$ cat src/rtl/p2m_echo_request_deser.sv
// -----------------------------------------------------------------------------
// p2m_echo_request_deser
//
// Purpose:
//   Receive side of the echo link. Takes a 32-bit word-serial pipe stream,
//   parses a header word plus payload words and issues exactly one
//   EchoRequest method call (say / say2 / say4) per legal message.
//   Unknown or malformed messages are drained and counted in a saturating
//   error counter.
//
// Header word: [31:16] method id, [15:0] total length in words incl. header.
//   id 0 say  len 2 : word1 = v
//   id 1 say2 len 2 : word1 = {a, b}
//   id 2 say4 len 5 : words1..4 = a, b, c, d
//
// Ports:
//   i_clk            clock, all state changes on the rising edge
//   i_rst            synchronous reset, active-high
//   i_pipe_enq_ena   word valid from transport
//   i_pipe_enq_v     word data
//   o_pipe_enq_rdy   deserializer can take a word
//   o_say_ena        call say(v)            o_say_v        say argument
//   i_say_rdy        say callee ready
//   o_say2_ena       call say2(a,b)         o_say2_a/_b    16-bit arguments
//   i_say2_rdy       say2 callee ready
//   o_say4_ena       call say4(a,b,c,d)     o_say4_a.._d   32-bit arguments
//   i_say4_rdy       say4 callee ready
//   o_err_count      saturating count of dropped messages
// -----------------------------------------------------------------------------
module p2m_echo_request_deser #(
    parameter int MAX_WORDS = 8,
    parameter int ERR_W     = 8
) (
    input  logic             i_clk,
    input  logic             i_rst,
    input  logic             i_pipe_enq_ena,
    input  logic [31:0]      i_pipe_enq_v,
    output logic             o_pipe_enq_rdy,
    output logic             o_say_ena,
    output logic [31:0]      o_say_v,
    input  logic             i_say_rdy,
    output logic             o_say2_ena,
    output logic [15:0]      o_say2_a,
    output logic [15:0]      o_say2_b,
    input  logic             i_say2_rdy,
    output logic             o_say4_ena,
    output logic [31:0]      o_say4_a,
    output logic [31:0]      o_say4_b,
    output logic [31:0]      o_say4_c,
    output logic [31:0]      o_say4_d,
    input  logic             i_say4_rdy,
    output logic [ERR_W-1:0] o_err_count
);

    typedef enum logic [1:0] {
        S_HDR,
        S_PAY,
        S_DISPATCH,
        S_DRAIN
    } state_t;

    localparam logic [1:0] ID_SAY  = 2'd0;
    localparam logic [1:0] ID_SAY2 = 2'd1;
    localparam logic [1:0] ID_SAY4 = 2'd2;

    state_t            r_state;
    state_t            w_next;
    logic [1:0]        r_id;
    logic [1:0]        r_lenm1;
    logic [15:0]       r_remaining;
    logic [31:0]       r_pay [4];
    logic [ERR_W-1:0]  r_err;

    logic              w_accept;
    logic [15:0]       w_hdr_id;
    logic [15:0]       w_hdr_len;
    logic [15:0]       w_hdr_lenm1;
    logic              w_hdr_short;
    logic              w_hdr_legal;
    logic [1:0]        w_slot;
    logic              w_err_inc;

    assign o_pipe_enq_rdy = (r_state != S_DISPATCH);
    assign w_accept       = i_pipe_enq_ena & o_pipe_enq_rdy;

    assign w_hdr_id    = i_pipe_enq_v[31:16];
    assign w_hdr_len   = i_pipe_enq_v[15:0];
    assign w_hdr_lenm1 = w_hdr_len - 16'd1;
    assign w_hdr_short = (w_hdr_len <= 16'd1);

    // Legal messages have fixed lengths; the MAX_WORDS bound still applies
    // in case the block is built with a smaller limit.
    always_comb begin
        w_hdr_legal = 1'b0;
        if (w_hdr_len <= 16'(MAX_WORDS)) begin
            case (w_hdr_id)
                16'd0:   w_hdr_legal = (w_hdr_len == 16'd2);
                16'd1:   w_hdr_legal = (w_hdr_len == 16'd2);
                16'd2:   w_hdr_legal = (w_hdr_len == 16'd5);
                default: w_hdr_legal = 1'b0;
            endcase
        end
    end

    // Payload slot = len-1-remaining. Legal payloads are at most four words,
    // so modulo-4 arithmetic on the low bits gives the exact slot.
    assign w_slot = r_lenm1 - r_remaining[1:0];

    // Every dropped message is counted once, at its header.
    assign w_err_inc = (r_state == S_HDR) && w_accept && (w_hdr_short || !w_hdr_legal);

    // State register.
    always_ff @(posedge i_clk) begin
        if (i_rst) begin
            r_state <= S_HDR;
        end else begin
            r_state <= w_next;
        end
    end

    // Next-state and call strobes. A call strobe is only raised when its
    // callee is ready, so a strobe always means the call fires this cycle.
    // Reset suppresses any pending call in the cycle it is asserted.
    always_comb begin
        w_next     = r_state;
        o_say_ena  = 1'b0;
        o_say2_ena = 1'b0;
        o_say4_ena = 1'b0;
        case (r_state)
            S_HDR: begin
                if (w_accept && !w_hdr_short) begin
                    w_next = w_hdr_legal ? S_PAY : S_DRAIN;
                end
            end
            S_PAY: begin
                if (w_accept && (r_remaining == 16'd1)) begin
                    w_next = S_DISPATCH;
                end
            end
            S_DISPATCH: begin
                case (r_id)
                    ID_SAY: begin
                        o_say_ena = i_say_rdy & ~i_rst;
                        if (i_say_rdy) w_next = S_HDR;
                    end
                    ID_SAY2: begin
                        o_say2_ena = i_say2_rdy & ~i_rst;
                        if (i_say2_rdy) w_next = S_HDR;
                    end
                    ID_SAY4: begin
                        o_say4_ena = i_say4_rdy & ~i_rst;
                        if (i_say4_rdy) w_next = S_HDR;
                    end
                    default: w_next = S_HDR;
                endcase
            end
            S_DRAIN: begin
                if (w_accept && (r_remaining == 16'd1)) begin
                    w_next = S_HDR;
                end
            end
            default: w_next = S_HDR;
        endcase
    end

    // Message bookkeeping: method id, word counter, payload capture and the
    // saturating drop counter. The drain counter is a full 16 bits so any
    // advertised length can be skipped regardless of MAX_WORDS.
    always_ff @(posedge i_clk) begin
        if (i_rst) begin
            r_id        <= 2'd0;
            r_lenm1     <= 2'd0;
            r_remaining <= 16'd0;
            r_err       <= '0;
            for (int i = 0; i < 4; i++) begin
                r_pay[i] <= 32'd0;
            end
        end else begin
            if (w_err_inc && (r_err != {ERR_W{1'b1}})) begin
                r_err <= r_err + ERR_W'(1);
            end
            case (r_state)
                S_HDR: begin
                    if (w_accept && !w_hdr_short) begin
                        r_remaining <= w_hdr_lenm1;
                        if (w_hdr_legal) begin
                            r_id    <= w_hdr_id[1:0];
                            r_lenm1 <= w_hdr_lenm1[1:0];
                        end
                    end
                end
                S_PAY: begin
                    if (w_accept) begin
                        r_pay[w_slot] <= i_pipe_enq_v;
                        r_remaining   <= r_remaining - 16'd1;
                    end
                end
                S_DRAIN: begin
                    if (w_accept) begin
                        r_remaining <= r_remaining - 16'd1;
                    end
                end
                default: ;
            endcase
        end
    end

    assign o_say_v     = r_pay[0];
    assign o_say2_a    = r_pay[0][31:16];
    assign o_say2_b    = r_pay[0][15:0];
    assign o_say4_a    = r_pay[0];
    assign o_say4_b    = r_pay[1];
    assign o_say4_c    = r_pay[2];
    assign o_say4_d    = r_pay[3];
    assign o_err_count = r_err;

endmodule

$ cat config.mk
export PLATFORM = sky130hd
export DESIGN_NAME = p2m_echo_request_deser
export DESIGN_NICKNAME = d
export VERILOG_FILES = /design/src/rtl/p2m_echo_request_deser.sv
export SDC_FILE = /design/constraint.sdc
export NUM_CORES = 1
export LEC_CHECK = 0
export CORE_MARGIN = 4
export CORE_UTILIZATION = 46
export DETAILED_ROUTE_END_ITERATION = 7
export HOLD_SLACK_MARGIN = 0.05
export PLACE_DENSITY = 0.81
export SKIP_CTS_REPAIR_TIMING = 1
export SYNTH_ARGS = -nofsm -noshare
export SYNTH_HDL_FRONTEND = slang
export SYNTH_SLANG_ARGS = --single-unit
export TNS_END_PERCENT = 100
$ cat constraint.sdc
create_clock -name i_clk -period 6.3 [get_ports i_clk]
set_input_delay 1.26 -clock i_clk [delete_from_list [all_inputs] [get_ports i_clk]]
set_output_delay 1.26 -clock i_clk [all_outputs]
set_load 0.03 [all_outputs]
==> impl_metrics.toml <==
[timing]
period_share_pct = 72.7
rsz0062_at_grt = "false"
fmax_mhz = 218
fin_skew_ns = 0.00839
slew_viol_final = 0
fin_setup_tns_ns = 0
worst_pin_slew_ns = 1.11
post-route-min-period_ns = 4.58
finalSetupViolations = 0
whs_ns = 0.481
finalHoldViolCount = 0
setup_ws_ns = 1.72
max-slew-margin-rel_pct = 25.7

[clocking]
cts_root_buffer = "clkbuf_16"
cts_sinks = 158
cts_tree = "done"
clock_path_buffers = 2
clock_latency_ns = 0.42
htree_levels = 4
cts_buffers = 17
clk_pin_slew_ns = 0.07

[floorplan]
core_um2 = 15800
initial_core_util_pct = 46.8
dieArea_um2 = 18200
rows = 46
die_h_um = 135
die_x_um = 135
io_pins = 242

[synthesis]
synthCells = 621
ys_async_sr_fraction_pct = 0
syn-cell-area_um2 = 7400
yosys_warnings = 0
synth_seq_area_share_pct = 60.1
avgSynthCellArea_um2 = 11.9
ys.flop_type = "edfxtp_1"
ys_seq_elements = 158
yosysUniqueCellTypes = 60
synth_nets = 666
synth_edf_count = 128

[routing]
wl_met2_um = 10500
wl_um = 20000
ant_nets = 0
vias = 5333
highest_layer = "met4"
met1_length_um = 8020
wl_per_cell_um = 19.5
drtIter0Drc = 400
firstDrtPassIters = 5
drc = 0
drt-vias-per-instance = 5.19
dr_wl_met3_um = 1280

[pwr]
clock_power_share_pct = 38.5
p_int_w = 0.00202
switching_share_pct = 26.2
netSwitchingPower_w = 0.000715
vdd_drop_max_mv = 0.179
power_frac_seq_pct = 44.6
power_density_nw_per_um2 = 268
power.leakage_nw = 3.70
combPwrFrac_pct = 17.0

[global_route]
antenna_found_initial = 0
grt_pass1_vias = 5260
grt_start_max_net_pins = 39
grt_pass1_wl_um = 30300
grt_remaining_overflow = 0
grtUsageTotal_pct = 21.8

[worst_setup_path]
reg2reg_slack_ns = 3.01
critical_path.max_fanout = 31
arrival_ns = 3.32
cpMostUsedCell = "clkdlybuf4s50_1"
endpoint_kind = "primary output"
critPathSlowestCell = "clkdlybuf4s50_1"
crit_type = "input pin to primary output"
crit_chain = "clkdlybuf4s50_1 -> buf_4 -> clkinv_1 -> nand2b_1 -> nor3_1 -> clkdlybuf4s50_1"
path_delay_family = "buffers and inverters"
crit_buf_inv = 4
required_ns = 5.04
slowest_delay_ns = 0.60
startpoint_type = "input pin"

[placed_design]
post-place-ws_ns = 1.37
dp_hpwl_um = 14400
finalWeightedCongestion = 0.876
io_buffers = 241
place_inst = 996

[cells_and_area]
antenna_cells = 0
syn2layout_area_growth_pct = 37.6
final_layout_size_suffix_gt1_share_pct = 6.54
fin_nets = 844
n_fill_cell = 1169
post_layout_nonfiller_instances = 1027
mostFrequentLayoutCell = "clkdlybuf4s50_1"
mostFrequentLayoutCells = "clkdlybuf4s50_1, edfxtp_1, and2_1"

[outcome]
status = "finished, final reports clean"

[min_path]
min-delay-path-class = "flip-flop to flip-flop"

[job]
maxCapViolations = 0
[worst paths after layout]
kind	startpoint	endpoint	depth (start not counted)
hold reg to reg	r_remaining[6]	r_remaining[6]	2
setup / recovery	i_rst	o_say4_ena	6
hold / removal	r_remaining[6]	r_remaining[6]	2
setup reg to reg	r_state[0]	r_pay[1][13]	5
[state kept, by name, summed over array words and instances, names as in the netlist]
register and count:
r_lenm1 2, r_state 2, o_err_count 8, r_pay 128, r_remaining 16, r_id 2
[cell usage after synthesis, types with 3 or more instances]
library cell / number / area [µm²]
dfxtp_1: 30 / 601
nand4_1: 7 / 43.8
nand2b_1: 4 / 25.0
edfxtp_1: 128 / 3840
nor3_1: 14 / 70.1
xor2_1: 8 / 70.1
o21ai_0: 12 / 60.1
or2_2: 3 / 18.8
inv_1: 8 / 30.0
o211ai_1: 3 / 22.5
or3_1: 3 / 18.8
nand3_1: 15 / 75.1
nor4_1: 6 / 37.5
a211oi_1: 5 / 37.5
buf_4: 64 / 480
nor3b_1: 5 / 37.5
mux2i_1: 6 / 60.1
o22ai_1: 3 / 18.8
buf_2: 3 / 15.0
nand2_1: 29 / 109
nor2_1: 38 / 143
ha_1: 7 / 87.6
clkbuf_1: 20 / 75.1
xnor2_1: 15 / 131
and2_1: 127 / 795
and3_1: 5 / 31.3
a21oi_1: 12 / 60.1
[power by group through the flow]
stage | registers, W | logic, W | clock network, W
2_1_floorplan | 0.00131 | 0.000204 | 0
3_3_place_gp | 0.00124 | 0.000456 | 0
3_5_place_dp | 0.00124 | 0.000462 | 0
4_1_cts | 0.00122 | 0.000465 | 0.00106
5_1_grt | 0.00122 | 0.000489 | 0.00111
6_report | 0.00122 | 0.000464 | 0.00105
[metal layers]
metal	up-vias	GRT usage, %
met5	-	0
met4	0	6.28
met3	24	4.58
met2	240	38.4
met1	2593	27.1
li1	2476	-
[cells by family (layout without fill, tap and decap cells)]
group                    Yosys count  in the layout  share of synthesized area (%)
flip-flops                       158            158                           60.1
XOR/XNOR                          23             23                           2.72
multiplexers                       7              7                          0.964
adder cells (fa/ha/maj)            7              7                           1.18
AO/OA/AOI/OAI                     59             59                           5.61
buffers and inverters             97            287                           8.22
AND/OR/NAND/NOR                  270            270                           21.2
[worst reg2reg max path, delay by kind of cell (launching register included)]
kind / cells / cell delay, ns
flip-flops: 1 / 0.30
buffers and inverters: 2 / 0.65
AND/OR/NAND/NOR: 3 / 1.95
[stage by stage]
| step | cell area, µm² | total power (W) | util, % |
|---|---|---|---|
| 6_report | 10200 | 0.00273 | 64.3 |
| 5_1_grt | 10200 | 0.00282 | 64.3 |
| 4_1_cts | 10200 | 0.00274 | 64.3 |
| 3_5_place_dp | 9580 | 0.00170 | 60.5 |
| 3_3_place_gp | 9580 | 0.00169 | 60.5 |
| 2_1_floorplan | 7400 | 0.00152 | - |
[final cells by class]
class / count / area (µm²) / area share [%]
inverter: 9 / 33.8 / 0.332
clock buffer: 20 / 437 / 4.29
tap: 216 / 270 / 2.65
multi-input combinational: 366 / 2370 / 23.3
sequential: 158 / 4440 / 43.7
clock inverter: 11 / 168 / 1.65
timing repair buffer: 247 / 2460 / 24.1
(Power assumes the default switching activity.)
